[config.mk]
export PLATFORM = sky130hd
export DESIGN_NAME = imem_dmem_arbiter
export DESIGN_NICKNAME = d
export VERILOG_FILES = /design/src/rtl/imem_dmem_arb_pkg.sv /design/src/rtl/arb_starve_ctr.sv /design/src/rtl/imem_dmem_arbiter.sv
export SDC_FILE = /design/constraint.sdc
export NUM_CORES = 1
export LEC_CHECK = 0
export BUFFER_PORTS_ARGS = -buffer_cell sky130_fd_sc_hd__buf_4
export CORE_AREA = 5 5 106 108
export DETAILED_ROUTE_END_ITERATION = 12
export DIE_AREA = 0 0 111 113
export GPL_ROUTABILITY_DRIVEN = 0
export GPL_TIMING_DRIVEN = 0
export PLACE_DENSITY = 0.78
export SLEW_MARGIN = 15
export SYNTH_ARGS = -nofsm -noshare
export SYNTH_HDL_FRONTEND = slang
export SYNTH_SLANG_ARGS = --single-unit
[constraint.sdc]
create_clock -name clk_i -period 2.75 [get_ports clk_i]
set_input_delay 0.1375 -clock clk_i [delete_from_list [all_inputs] [get_ports clk_i]]
set_output_delay 0.1375 -clock clk_i [all_outputs]
set_load 0.01 [all_outputs]
[src/rtl/imem_dmem_arb_pkg.sv]
// Shared types and constants for the instruction/data memory arbiter.
package imem_dmem_arb_pkg;

  localparam int unsigned XLEN = 32;
  localparam int unsigned BEW  = 4;

  localparam logic [BEW-1:0] BE_ALL = 4'hF;

  typedef enum logic [1:0] {
    IDLE = 2'd0,
    REQ  = 2'd1,
    WAIT = 2'd2
  } arb_state_e;

  typedef enum logic {
    OWN_IF = 1'b0,
    OWN_D  = 1'b1
  } arb_owner_e;

  // Request fields presented on the memory port while a transaction is open.
  typedef struct packed {
    logic            we;
    logic [BEW-1:0]  be;
    logic [XLEN-1:0] addr;
    logic [XLEN-1:0] wdata;
  } mem_req_t;

endpackage

[src/rtl/arb_starve_ctr.sv]
// Saturating counter of data grants taken while fetch was left waiting.
module arb_starve_ctr #(
  parameter int unsigned MAX = 4
) (
  input  logic clk_i,
  input  logic rst_i,
  input  logic inc_i,
  input  logic clr_i,
  output logic at_max_o
);

  localparam int unsigned CW = (MAX < 1) ? 1 : $clog2(MAX + 1);

  logic [CW-1:0] cnt_q, cnt_d;

  assign at_max_o = (cnt_q == CW'(MAX));

  // Clear wins over increment; increment stops at MAX.
  always_comb begin
    cnt_d = cnt_q;
    if (clr_i) begin
      cnt_d = '0;
    end else if (inc_i && !at_max_o) begin
      cnt_d = cnt_q + CW'(1);
    end
  end

  // Count register.
  always_ff @(posedge clk_i or posedge rst_i) begin
    if (rst_i) begin
      cnt_q <= '0;
    end else begin
      cnt_q <= cnt_d;
    end
  end

endmodule

[src/rtl/imem_dmem_arbiter.sv]
// Single-outstanding arbiter sharing one memory port between fetch and the
// memory stage: data has priority, fetch is protected from starvation, and a
// fetch kill drops an in-flight instruction response.
module imem_dmem_arbiter
  import imem_dmem_arb_pkg::*;
#(
  parameter int unsigned STARVE_MAX = 4
) (
  input  logic                 clk_i,
  input  logic                 rst_i,

  input  logic                 if_req_i,
  input  logic [XLEN-1:0]      if_addr_i,
  input  logic                 if_kill_i,
  output logic                 if_gnt_o,
  output logic                 if_rvalid_o,
  output logic [XLEN-1:0]      if_rdata_o,

  input  logic                 d_req_i,
  input  logic                 d_we_i,
  input  logic [BEW-1:0]       d_be_i,
  input  logic [XLEN-1:0]      d_addr_i,
  input  logic [XLEN-1:0]      d_wdata_i,
  output logic                 d_gnt_o,
  output logic                 d_rvalid_o,
  output logic [XLEN-1:0]      d_rdata_o,

  output logic                 mem_req_o,
  output logic                 mem_we_o,
  output logic [BEW-1:0]       mem_be_o,
  output logic [XLEN-1:0]      mem_addr_o,
  output logic [XLEN-1:0]      mem_wdata_o,
  input  logic                 mem_gnt_i,
  input  logic                 mem_rvalid_i,
  input  logic [XLEN-1:0]      mem_rdata_i,

  output logic                 busy_o
);

  arb_state_e state_q, state_d;
  arb_owner_e owner_q, owner_d;
  logic       kill_q, kill_d;
  mem_req_t   mreq_q, mreq_d;

  logic starve_at_max;
  logic starve_inc;
  logic starve_clr;

  // Fetch gets a guaranteed slot once data has won STARVE_MAX times in a row.
  arb_starve_ctr #(
    .MAX (STARVE_MAX)
  ) u_starve (
    .clk_i    (clk_i),
    .rst_i    (rst_i),
    .inc_i    (starve_inc),
    .clr_i    (starve_clr),
    .at_max_o (starve_at_max)
  );

  assign starve_inc = d_gnt_o && if_req_i;
  assign starve_clr = if_gnt_o;

  // Arbitration, transaction sequencing and response routing.
  always_comb begin
    state_d     = state_q;
    owner_d     = owner_q;
    kill_d      = kill_q;
    mreq_d      = mreq_q;
    if_gnt_o    = 1'b0;
    d_gnt_o     = 1'b0;
    if_rvalid_o = 1'b0;
    d_rvalid_o  = 1'b0;

    case (state_q)
      IDLE: begin
        // Grants are combinational, so keep them quiet while reset is held.
        if (!rst_i) begin
          if (d_req_i && (!if_req_i || !starve_at_max)) begin
            d_gnt_o      = 1'b1;
            owner_d      = OWN_D;
            kill_d       = 1'b0;
            mreq_d.we    = d_we_i;
            mreq_d.be    = d_be_i;
            mreq_d.addr  = d_addr_i;
            mreq_d.wdata = d_wdata_i;
            state_d      = REQ;
          end else if (if_req_i && !if_kill_i) begin
            if_gnt_o     = 1'b1;
            owner_d      = OWN_IF;
            kill_d       = 1'b0;
            mreq_d.we    = 1'b0;
            mreq_d.be    = BE_ALL;
            mreq_d.addr  = if_addr_i;
            mreq_d.wdata = '0;
            state_d      = REQ;
          end
        end
      end

      REQ: begin
        if (owner_q == OWN_IF && if_kill_i) begin
          kill_d = 1'b1;
        end
        if (mem_gnt_i) begin
          state_d = WAIT;
        end
      end

      WAIT: begin
        if (owner_q == OWN_IF && if_kill_i) begin
          kill_d = 1'b1;
        end
        if (mem_rvalid_i) begin
          state_d = IDLE;
          if (owner_q == OWN_D) begin
            d_rvalid_o = 1'b1;
          end else if (!kill_q && !if_kill_i) begin
            if_rvalid_o = 1'b1;
          end
        end
      end

      default: begin
        state_d = IDLE;
      end
    endcase
  end

  // State, owner, kill flag and captured request fields.
  always_ff @(posedge clk_i or posedge rst_i) begin
    if (rst_i) begin
      state_q <= IDLE;
      owner_q <= OWN_D;
      kill_q  <= 1'b0;
      mreq_q  <= '0;
    end else begin
      state_q <= state_d;
      owner_q <= owner_d;
      kill_q  <= kill_d;
      mreq_q  <= mreq_d;
    end
  end

  assign mem_req_o   = (state_q == REQ);
  assign busy_o      = (state_q != IDLE);
  assign mem_we_o    = mreq_q.we;
  assign mem_be_o    = mreq_q.be;
  assign mem_addr_o  = mreq_q.addr;
  assign mem_wdata_o = mreq_q.wdata;

  assign if_rdata_o  = mem_rdata_i;
  assign d_rdata_o   = mem_rdata_i;

endmodule
==> metrics.cfg <==
[logic_synthesis]
ys_seq_area_share_pct = 48.16
yosysMostFrequentCell = dfrtp_1
synth_top_area_share_pct = 47.50
avgSynthCellArea_um2 = 13.04
synthTopCellsByCount = 75 x dfrtp_1, 64 x buf_4, 38 x mux2_2
ys.warnings.count = 0
synth_cell_types = 34
synthCells = 303
async_reset_ff_share_pct = 100.0
ys_top_cells_by_area = dfrtp_1 47%, buf_4 12%, mux2_2 11%
syn-cell-area_um2 = 3951
synth_enable_flop_cells = 0
synth_nets = 449
synthFlopType = dfrtp_1
synth_area_leader_cell = dfrtp_1
ys_ff_latch = 76

[detailed_routing]
drtIter0Drc = 112
drc = 0
wl_per_cell_um = 16.72
drt-total-wl_um = 11920
antenna_left = 0
detailroute.via_count = 3207
dr.pass1.iters = 4
post_drt_via_cell_ratio = 4.498

[clock_tree]
h-tree-depth = 3
cts_tree = built
clock_latency_ns = 0.34
ctsResizeCount = 0
cts_buffer_depth = 2
hold_buffers = 8
numCtsBuffers = 9
postCtsSetupBuffers = 0
cts_root_buffer = clkbuf_8
cts_sinks = 76
clkTransAtPathRegs_ns = 0.08

[timing]
fmax_ghz = 0.4416
finalMaxSlewViolations = 0
hold_viol = 0
fin_skew_ns = 0.01043
post-route-min-period_ns = 2.265
finalSetupViolCount = 0
fin_tns_setup_ns = 0
finalCritPeriodShare_pct = 82.35
rsz0062_at_grt = false
worst_hold_slack_ns = 0.01951
worst_slack_ns = 0.4853
tightest_slew_ns = 0.5319
slew_headroom_pct = 64.30

[power]
p_sw_mw = 1.780
ir_worst_vdd_mv = 0.4974
swShare_pct = 32.48
leakage_nw = 3.310
combPwrFrac_pct = 47.2
pwr_density_cell_nw_per_um2 = 865.8
internal_power_mw = 3.700
p_clk_share_pct = 17.0
pwr-share-seq_pct = 35.8

[setup_path]
path_class = reg2out
crit_path_max_fanout = 10
crit_required_ns = 2.61
arrival_ns = 2.13
cp-start-kind = flip-flop
setup.worst_path.end_class = output port

[worst_hold_path]
hp-class = in2reg

[die]
fp.dieH_um = 113
die_area_um2 = 12540
core_region_area_um2 = 10140
io-pin-count = 279
initial_core_util_pct = 38.97
dieWidth_um = 111
rows = 37

[final_layout]
nFillCells = 825
drive_above_1_share_pct = 70.36
nNetsFinal = 718
post-route-util_pct = 62.42
synthToLayoutAreaGrowth_pct = 60.16
antenna_cells = 0

[grt]
grt_pass1_wl_um = 18200
grtUsageTotal_pct = 18.05
grt_start_max_net_pins = 35
overflow = 0
grt_pass1_vias = 3468
antenna_found_initial = 0

[placed_design]
port_buffers = 246
hpwl_um = 9587
pre_cts_slack_ns = 0.6521

[job]
maxCapViolations = 0

[status]
status = complete, no violations

metal layers:
layer  vias up  GRT usage [%]  share of wire, %
met5         -              0                 0
met4         0          4.926               1.1
met3        12          5.455               8.1
met2       160          33.37                53
met1      1500          20.16                37
li1       1535              -                 -
stage by stage:
step	cells	cell area, um2	power [mW]
after floorplan	303	3955	3.293
after global placement	685	5972	4.501
after detailed placement	687	6012	4.582
after CTS	711	6309	5.546
after global routing	713	6329	5.801
final	713	6329	5.479
worst paths after layout:
check                      slack (ns)               to  depth (start not counted)          start
max in group asynchronous        1.74  mem_wdata_o[26]                          5          rst_i
hold / removal                   0.02  mem_wdata_o[30]                          2  d_wdata_i[30]
setup reg to reg                 0.68  mem_wdata_o[13]                          7     state_q[0]
min in group asynchronous        0.32           kill_q                          3          rst_i
hold reg to reg                  0.50      mem_be_o[1]                          1    mem_be_o[1]
setup / recovery                 0.49          d_gnt_o                          7     state_q[0]
sequential cells by signal (all words and copies together) (netlist names):
name and flops:
mem_we_o 1, owner_q 1, kill_q 1, mem_wdata_o 32
u_starve.cnt_q 3, mem_be_o 4, state_q 2, mem_addr_o 32
placed cells by master (no fill, tap or decap), types with 2 or more instances in the layout:
master | Yosys | layout
mux2_2 | 38 | 38
inv_1 | 9 | 8
mux2_4 | 26 | 26
bufinv_16 | 0 | 2
nor2_1 | 4 | 4
a21oi_1 | 2 | 2
clkbuf_1 | 2 | 3
ha_1 | 6 | 6
dfrtp_1 | 75 | 75
buf_12 | 2 | 4
nand3_1 | 2 | 2
and2b_1 | 2 | 2
clkbuf_8 | 0 | 9
dlygate4sd3_1 | 0 | 10
nand2_1 | 5 | 5
a22o_1 | 33 | 33
buf_6 | 2 | 2
clkinvlp_4 | 0 | 3
buf_2 | 7 | 7
mux2i_1 | 3 | 3
o22a_1 | 4 | 4
xnor2_1 | 2 | 2
buf_4 | 64 | 310
layout make-up:
class / count / area, um2 / share of cell area [%]
clock buffers: 10 / 127.6 / 2.017
multi-input cells: 140 / 1425 / 22.52
repair buffers: 258 / 1987 / 31.40
clock inverters: 6 / 88.84 / 1.404
well taps: 136 / 170.2 / 2.689
inverters: 10 / 41.29 / 0.6524
plain buffers: 77 / 585.6 / 9.253
flip-flops and latches: 76 / 1903 / 30.07
power by group through the flow:
stage / clock network, mW / logic (mW) / registers (mW)
floorplan: 0 / 1.13 / 2.16
global placement: 0 / 2.56 / 1.94
CTS: 0.953 / 2.63 / 1.96
detailed placement: 0 / 2.62 / 1.96
finish: 0.933 / 2.58 / 1.96
global route: 1.01 / 2.77 / 2.02
cell families after synthesis:
kind of cell               count (synthesis)  share of synthesized area, %
AOI/OAI and AO/OA                         46                         9.595
xor gates and xnor gates                   2                        0.4434
adders and majority gates                  6                         1.900
buffers and inverters                     87                         15.77
DFF                                       76                         48.16
muxes                                     68                         21.75
and+or+nand+nor                           18                         2.375
worst max-delay path: stages (launching register included):
cell	delay [ns]
dfrtp_1	0.40
inv_1	0.12
ha_1	0.22
and2b_1	0.24
nand2_1	0.23
inv_2	0.18
buf_2	0.23
buf_4	0.15
No activity file was read; power rests on OpenSTA's default activity.
